## src/rtl/rob_multi_cdb.sv

```systemverilog
// Reorder buffer: in-order tag allocation, multi-channel CDB capture, operand
// lookup with same-cycle bypass, single in-order commit and mispredict flush.
module rob_multi_cdb #(
  parameter int DEPTH = 15,
  parameter int TAG_W = 4,
  parameter int XLEN  = 32,
  parameter int REG_W = 5,
  parameter int CDB_N = 2
) (
  input  logic                    clk,
  input  logic                    rst,
  input  logic                    alloc_valid,
  input  logic [REG_W-1:0]        alloc_rd,
  output logic                    alloc_ready,
  output logic [TAG_W-1:0]        alloc_tag,
  input  logic [TAG_W-1:0]        qj_in,
  input  logic [TAG_W-1:0]        qk_in,
  output logic                    vj_ready,
  output logic                    vk_ready,
  output logic [XLEN-1:0]         vj_out,
  output logic [XLEN-1:0]         vk_out,
  input  logic [CDB_N-1:0]        cdb_valid,
  input  logic [CDB_N*TAG_W-1:0]  cdb_tag,
  input  logic [CDB_N*XLEN-1:0]   cdb_data,
  input  logic [CDB_N-1:0]        cdb_mispredict,
  input  logic [CDB_N*XLEN-1:0]   cdb_target,
  output logic                    commit_valid,
  output logic [TAG_W-1:0]        commit_tag,
  output logic [REG_W-1:0]        commit_rd,
  output logic [XLEN-1:0]         commit_data,
  output logic                    flush_out,
  output logic [XLEN-1:0]         flush_pc,
  output logic [TAG_W:0]          count_out
);

  logic [TAG_W-1:0] head, tail, head_nxt, tail_nxt;
  logic [TAG_W:0]   count, count_nxt;
  logic [DEPTH:1]   busy, ready, misp;
  logic [REG_W-1:0] rd_q   [1:DEPTH];
  logic [XLEN-1:0]  data_q [1:DEPTH];
  logic [XLEN-1:0]  tgt_q  [1:DEPTH];
  logic             alloc_fire, do_commit;
  logic [TAG_W-1:0] bc_tag [CDB_N];
  logic [CDB_N-1:0] bc_hit;

  function automatic logic tag_ok(input logic [TAG_W-1:0] t);
    return (t != '0) && ({1'b0, t} <= (TAG_W+1)'(DEPTH));
  endfunction

  // Bypass takes priority over storage; lowest matching channel wins.
  function automatic logic [XLEN:0] lookup(input logic [TAG_W-1:0] q);
    logic            hit;
    logic [XLEN-1:0] val;
    hit = 1'b0;
    val = '0;
    if (q != '0) begin
      if (tag_ok(q) && ready[q]) begin
        hit = 1'b1;
        val = data_q[q];
      end
      for (int unsigned i = CDB_N; i > 0; i--) begin
        if (cdb_valid[i-1] && cdb_tag[(i-1)*TAG_W +: TAG_W] == q) begin
          hit = 1'b1;
          val = cdb_data[(i-1)*XLEN +: XLEN];
        end
      end
    end
    return {hit, val};
  endfunction

  assign {vj_ready, vj_out} = lookup(qj_in);
  assign {vk_ready, vk_out} = lookup(qk_in);

  assign alloc_ready = (count < (TAG_W+1)'(DEPTH)) && !flush_out;
  assign alloc_tag   = alloc_ready ? tail : '0;
  assign alloc_fire  = alloc_valid && alloc_ready;
  assign do_commit   = (count != '0) && ready[head];
  assign count_out   = count;
  assign tail_nxt    = (tail == TAG_W'(DEPTH)) ? TAG_W'(1) : tail + TAG_W'(1);
  assign head_nxt    = (head == TAG_W'(DEPTH)) ? TAG_W'(1) : head + TAG_W'(1);

  always_comb begin
    for (int unsigned i = 0; i < CDB_N; i++) begin
      bc_tag[i] = cdb_tag[i*TAG_W +: TAG_W];
      bc_hit[i] = cdb_valid[i] && tag_ok(bc_tag[i]) && busy[bc_tag[i]];
    end
  end

  always_comb begin
    count_nxt = count;
    if (alloc_fire && !do_commit)
      count_nxt = count + (TAG_W+1)'(1);
    else if (!alloc_fire && do_commit)
      count_nxt = count - (TAG_W+1)'(1);
  end

  always_ff @(posedge clk) begin
    if (rst) begin
      head         <= TAG_W'(1);
      tail         <= TAG_W'(1);
      count        <= '0;
      busy         <= '0;
      ready        <= '0;
      misp         <= '0;
      commit_valid <= 1'b0;
      commit_tag   <= '0;
      commit_rd    <= '0;
      commit_data  <= '0;
      flush_out    <= 1'b0;
      flush_pc     <= '0;
    end else begin
      commit_valid <= 1'b0;
      flush_out    <= 1'b0;
      if (do_commit) begin
        commit_valid <= 1'b1;
        commit_tag   <= head;
        commit_rd    <= rd_q[head];
        commit_data  <= data_q[head];
      end
      if (do_commit && misp[head]) begin
        // Mispredict at head: this update both commits it and empties the buffer.
        flush_out <= 1'b1;
        flush_pc  <= tgt_q[head];
        head      <= TAG_W'(1);
        tail      <= TAG_W'(1);
        count     <= '0;
        busy      <= '0;
        ready     <= '0;
        misp      <= '0;
      end else begin
        // Iterate high to low so the lowest channel's write lands last.
        for (int unsigned i = CDB_N; i > 0; i--) begin
          if (bc_hit[i-1]) begin
            ready[bc_tag[i-1]]  <= 1'b1;
            misp[bc_tag[i-1]]   <= cdb_mispredict[i-1];
            data_q[bc_tag[i-1]] <= cdb_data[(i-1)*XLEN +: XLEN];
            tgt_q[bc_tag[i-1]]  <= cdb_target[(i-1)*XLEN +: XLEN];
          end
        end
        if (alloc_fire) begin
          busy[tail]  <= 1'b1;
          ready[tail] <= 1'b0;
          misp[tail]  <= 1'b0;
          rd_q[tail]  <= alloc_rd;
          tail        <= tail_nxt;
        end
        if (do_commit) begin
          busy[head]  <= 1'b0;
          ready[head] <= 1'b0;
          head        <= head_nxt;
        end
        count <= count_nxt;
      end
    end
  end

endmodule

```

## config.mk

```make
export PLATFORM = sky130hd
export DESIGN_NAME = rob_multi_cdb
export DESIGN_NICKNAME = d
export VERILOG_FILES = /design/src/rtl/rob_multi_cdb.sv
export SDC_FILE = /design/constraint.sdc
export NUM_CORES = 2
export LEC_CHECK = 0
export ABC_AREA = 1
export CAP_MARGIN = 20
export CORE_MARGIN = 8
export CORE_UTILIZATION = 25
export DETAILED_ROUTE_END_ITERATION = 7
export PLACE_DENSITY_LB_ADDON = 0.12
export SYNTH_ARGS = -nofsm -noshare
export SYNTH_HDL_FRONTEND = slang
export SYNTH_SLANG_ARGS = --single-unit
export TNS_END_PERCENT = 100
```

## constraint.sdc

```tcl
create_clock -name clk -period 8.4 [get_ports clk]
set_input_delay 0.84 -clock clk [delete_from_list [all_inputs] [get_ports clk]]
set_output_delay 0.84 -clock clk [all_outputs]
set_load 0.02 [all_outputs]
```

== Word level (Yosys, flattened, before mapping) ==
Memories as Yosys holds them, arrays and structs flattened. A register that Yosys moved wholly into a read port is not among the register bits.
Cells that the tools add are included.
W data, S select, Z words.

* Add/subtract/negate cells: 4
* Multiply operators: 0
* Div/mod/pow operators: 0
* Magnitude comparators: 11
* Equality and inequality tests: 6
* Shifts and indexed selects: 0
* Mux-type cells: 78
* Bitwise logic cells: 9
* Reductions and logical operators: 30

{| class="wikitable"
|+ Operators with widths
! cell !! count
|-
| $mux W15 || 21
|-
| $mux W32 || 8
|-
| $and A15 B15 Y15 || 4
|-
| $or A15 B15 Y15 || 3
|-
| $mux W1 || 32
|-
| $bwmux W15 || 2
|-
| $lt A4 B5 Y1 const B || 6
|-
| $not A15 Y15 || 2
|-
| $bmux W1 S4 || 6
|-
| $logic_and A1 B1 Y1 || 20
|-
| $demux W1 S4 || 4
|-
| $eq A4 B4 Y1 || 4
|-
| $ge A4 B1 Y1 const B || 4
|-
| $reduce_bool A4 Y1 || 4
|-
| $mux W4 || 3
|-
| $mux W5 || 2
|-
| $add A4 B1 Y4 const B || 2
|-
| $eq A4 B4 Y1 const B || 2
|-
| $add A5 B1 Y5 const B || 1
|-
| $lt A5 B4 Y1 const B || 1
|-
| $reduce_bool A5 Y1 || 1
|-
| $sub A5 B1 Y5 const B || 1
|-
| $logic_not A1 Y1 || 3
|-
| $reduce_bool A2 Y1 || 1
|-
| $reduce_or A2 Y1 || 1
|}

* Register bits: 64
* Bits in latches: 0
* Bits in writable memories: 1,035
* ROM bits: 0
* Output and inout bits: 151
* Logic and storage cells: 150
* Memories: 3

{| class="wikitable"
|+ Memories
! memory !! depth !! bits a word !! read ports !! clocked after Yosys merged registers in !! wr ports !! RTL line !! source
|-
| data_q || 15 || 32 || 3 || 1 || 2 || 40 || <nowiki>logic [XLEN-1:0] data_q [1:DEPTH];</nowiki>
|-
| tgt_q || 15 || 32 || 1 || 1 || 2 || 41 || <nowiki>logic [XLEN-1:0] tgt_q [1:DEPTH];</nowiki>
|-
| rd_q || 15 || 5 || 1 || 1 || 1 || 39 || <nowiki>logic [REG_W-1:0] rd_q [1:DEPTH];</nowiki>
|}

== Logic depth before layout (Yosys ltp) ==
* Depth in word-level cells: 18
* Gate-level depth with buffers: 22
* Depth with buffers taken out: 19

== Worst setup path after synthesis ==
Ideal clock, no wire load.

* Path kind: input to register
* Start: in cdb_tag[6]
* End: mem data_q[12][0], enable pin
* Setup time: 0.507 ns
* Arrival time: 5.376 ns
* Required time: 7.893 ns
* Setup slack: 2.517 ns
* Cell stages on the path: 11
* Cells stage by stage: clkbuf_1 > nor2_1 > inv_1 > nor2_1 > nand2_1 > nand2_1 > nor2_1 > nand2_1 > clkbuf_1 > nand3_1 > a21oi_1

{| class="wikitable"
|+ RTL lines
! what !! RTL line !! source
|-
| start, declared || 23 || <nowiki>input logic [CDB_N*TAG_W-1:0] cdb_tag,</nowiki>
|-
| end, declared || 40 ||
|}

== Worst setup path after layout ==
* Start: in qj_in[3]
* End: out vj_out[31]

* Longest elaborated chain between the ends: 7
* Elaborated cells between the ends (all ways): 13

{| class="wikitable"
|+ RTL lines
! what !! RTL line !! source
|-
| start, declared || 16 || <nowiki>input logic [TAG_W-1:0] qj_in,</nowiki>
|-
| $bmux W1 S4 || 57 || <nowiki>if (tag_ok(q) && ready[q]) begin</nowiki>
|-
| $mux W1 (implied by the code) || 57 ||
|-
| $logic_and A1 B1 Y1 || 57 ||
|-
| $mux W32 || 57 ||
|-
| $mux W32 (2 in a row) || 62 || <nowiki>if (cdb_valid[i-1] && cdb_tag[(i-1)*TAG_W +: TAG_W] == q) begin</nowiki>
|-
| $mux W32 * || 56 || <nowiki>if (q != '0) begin</nowiki>
|-
| end, declared || 20 || <nowiki>output logic [XLEN-1:0] vj_out,</nowiki>
|}

Every way passes the cells marked *; elsewhere a longest branch is shown, timed or not. The select of a mux whose other input is x is not followed.

==> metrics.md <==
| Metric | Value |
|---|---|
| Final #Nets | 9461 |
| Filler Cell Count | approximately 30000 |
| Synth Instances | between 9000 and 10000 |
| Setup repair bufs after CTS | 0 |
| Hold path depth | 2 |
| CTS Hold Bufs | 0 |
| Clock power frac | a little under half |
| Int Power | between 0.01 and 0.015 W |
| Placed Instances | 12900 |
| Vias in the first global route | 66600 |
| Worst slew pin tran | 1250 ps |
| Global-route wire length before repair | 535000 µm |
| Drt pass-1 iters | 6 |
| Post-DP Area | between 0.07 and 0.08 mm² |
| Area added between synthesis and finish | 15.7% |
| Die height | 547 µm |
| CP Depth | 12 |
| Setup ws final | between 1500 and 2000 ps |
| Mapped Nets | 9717 |
| Crit path largest cell delay | 760 ps |
| TritonCTS Buffers | between 150 and 200 |
| RSZ-0062 raised after global routing | false |
| # setup viols final | 0 |
| Ys Warns | 0 |
| Max-cap violations | 0 |
| Logic pwr share | 11.0% |
| Peak VDD IR | approximately 0.00013 V |
| Gr busiest metal | met2 |
| FF-to-FF path depth | 11 |
| Ys flop type | edfxtp_1 |
| Avg Inst Size Synth | roughly 7.4 µm² |
| GR Overflow Total | 0 |
| Clock latency on the worst-skew pair | 870 ps |
| Crit path time final | 6580 ps |
| Critical-path maximum fanout | 32 |
| CP Data Arrival Time | between 5000 and 6000 ps |
| FF+latch count, synth | 1168 |
| Die width | 547 µm |
| Final ANT Viol Nets | 0 |
| Final Hold Viols | 0 |
| Drt drc | 0 |
| TritonCTS clock tree | yes |
| Post-synth EDFFs | roughly 1000 |
| Post-synth cell types | 40 |
| Critical-path top delay cell | clkdlybuf4s50_1 |
| Routed len/inst | 29.3 µm |
| CP top delay family | buffers and inverters |
| Sequential area share after synthesis | 47.9% |
| Detailed Place HPWL | 218000 µm |
| Setup Crit Path Kind | in -> out |
| Post-CTS sizing | 0 |
| PwrDens | 181 mW/mm² |
| Most used cell, CP | nor2_1 |
| Die ar. | 0.299 mm² |
| Final instance area | 0.0816 mm² |
| Reg clk slew, reported paths | 50 ps |
| M1 GR Usage | 32.2% |
| Setup TNS | 0 ps |
| Max-slew violations | 0 |
| Buffers & Inverters on Critical Path | 6 |
| Rows | 195 |
| Worst Skew | 66.6 ps |
| Grt met3 use | just under 5% |
| Crit. End Element | output pin |
| Sink Count | 1168 |
| Fin cells | 13200 |
| Initial DRC count | slightly above 8000 |
| Worst slew margin | 16.6% |
| CP Launch Type | input pin |
| Pre-CTS setup slack | 1940 ps |
| GRT met2 Usage | 39.3% |
| Initial core utilization | 25.1% |
| WP data required | between 7000 and 8000 ps |
| Post-synth ARST share | 0% |
| Drt via density | between 5 and 6 |
| Commonest non-fill, non-tap cell in the layout | nand2_1 |
| DR vias | 71000 |
| Core area | 0.281 mm² |
| P_leak | roughly 32 nW |
| # port buffers | slightly above 300 |
| Final wirelength | 386000 µm |
| Final worst path period share | 78.3% |
| Cell Area, Synth | 0.0705 mm² |
| Sw frac | 27.3% |
| Total power | 0.0147 W |
| GR Util All Layers | 24.5% |
| Clock tree buffer depth | 4 |
| Net Switching | 0.00403 W |
| H-tree Lvls | 4 |
| Largest net degree at the start of global routing | 202 |
| Hold Path Class | reg -> reg |
| Crit path cell chain | buf_2 -> buf_4 -> inv_2 -> o22ai_1 -> nor2_1 -> nand4_1 -> clkinv_2 -> buf_12 -> nor2_1 -> nand3_1 -> a21oi_1 -> clkdlybuf4s50_1 |
| Commonest non-fill, non-tap cells in the layout | nand2_1 (3214), o21ai_0 (1064), edfxtp_1 (1035), nand3_1 (951), a21oi_1 (693) |
| Outcome | finished clean |
| Sequential fraction of design power | roughly 43% |
| Share of cells above drive strength 1 | 5.41% |
| Clk root buf | clkbuf_16 |
| Gpl congestion | roughly 0.87 |
| Num ports | 307 |
| Initial antenna violation count | a little over 50 |
| Fmax | 0.152 GHz |
-- cell type report --
type | count | area, µm² | area share (%)
repair buffers | 496 | 4830 | 5.92
clock buffers | 229 | 4470 | 5.48
clock inverters | 52 | 470 | 0.577
inverters | 411 | 1610 | 1.98
flip-flops and latches | 1168 | 33700 | 41.4
diodes | 22 | 55.1 | 0.0675
multi-input cells | 7054 | 31700 | 38.9
well taps | 3743 | 4680 | 5.74
-- logic make-up after synthesis --
logic type | synth area share [%]
flops | 47.9
compound gates | 15.6
xor+xnor | 0.112
simple gates | 28.6
buf+inv | 7.60
fa+ha+maj | 0.241
mux | 0.0160
-- per-stage QoR --
step	utilization [%]	hold slack, ps
final	29.0	448
after global routing	29.0	469
after CTS	29.0	449
after detailed placement	27.2	437
after global placement	27.2	432
after floorplan	-	434
-- flip-flops by register name, indices dropped and copies added, names as in the netlist --
signal        cells
commit_rd         5
head              4
flush_pc         32
count_out         5
commit_valid      1
commit_tag        4
commit_data      32
ready            15
flush_out         1
tgt_q           480
tail              4
rd_q             75
busy             15
misp             15
data_q          480
-- worst min-delay path: stages, from the launching register on --
cell     delay [ps]
dfxtp_1         310
nand2_1          60
nand2_1          40
-- final timing paths --
| check | slack, ps | from | to |
|---|---|---|---|
| min | 450 | flush_pc[7] | flush_pc[7] |
| max | 1820 | qj_in[3] | vj_out[31] |
| min reg2reg | 450 | flush_pc[7] | flush_pc[7] |
| max reg2reg | 2760 | head[1] | data_q[9][10] |
-- metal layers --
layer / vias up / wire length (µm) / part of all wire [%]
met2: 3806 / 174000 / 45
met4: 40 / 17800 / 4.6
met5: - / 255 / 0.066
met3: 828 / 33600 / 8.7
met1: 34700 / 160000 / 42
li1: 31600 / - / -
-- synth_stat cells, types with 2 or more instances --
cell type	count	area, µm²
o211ai_1	125	938
nand4_1	61	382
buf_1	92	345
nor3b_1	7	52.6
nor2_1	654	2450
or2_2	12	75.1
o2111ai_1	2	17.5
xor2_1	5	43.8
dfxtp_1	133	2660
o21a_1	13	97.6
a31oi_1	16	100
edfxtp_1	1035	31100
nor2_2	6	37.5
a211oi_1	23	173
clkbuf_1	596	2240
clkinv_1	5	18.8
nand3_1	952	4760
nor3_1	30	150
ha_1	12	150
buf_2	190	951
buf_4	35	263
nand2_4	13	146
xnor2_1	4	35.0
inv_2	15	56.3
o21ai_0	1067	5340
o22ai_1	116	726
a21oi_1	708	3540
a22oi_1	2	15.0
nand2_1	3219	12100
inv_1	390	1460
-- power groups by stage --
stage | logic, W | registers (W) | clock network, W
2_1_floorplan | 0.000874 | 0.00649 | 0
3_3_place_gp | 0.00158 | 0.00649 | 0
3_5_place_dp | 0.00159 | 0.00649 | 0
4_1_cts | 0.00160 | 0.00637 | 0.00689
5_1_grt | 0.00173 | 0.00637 | 0.00707
6_report | 0.00162 | 0.00637 | 0.00676
Note: power is estimated with default switching activity, not from simulation.
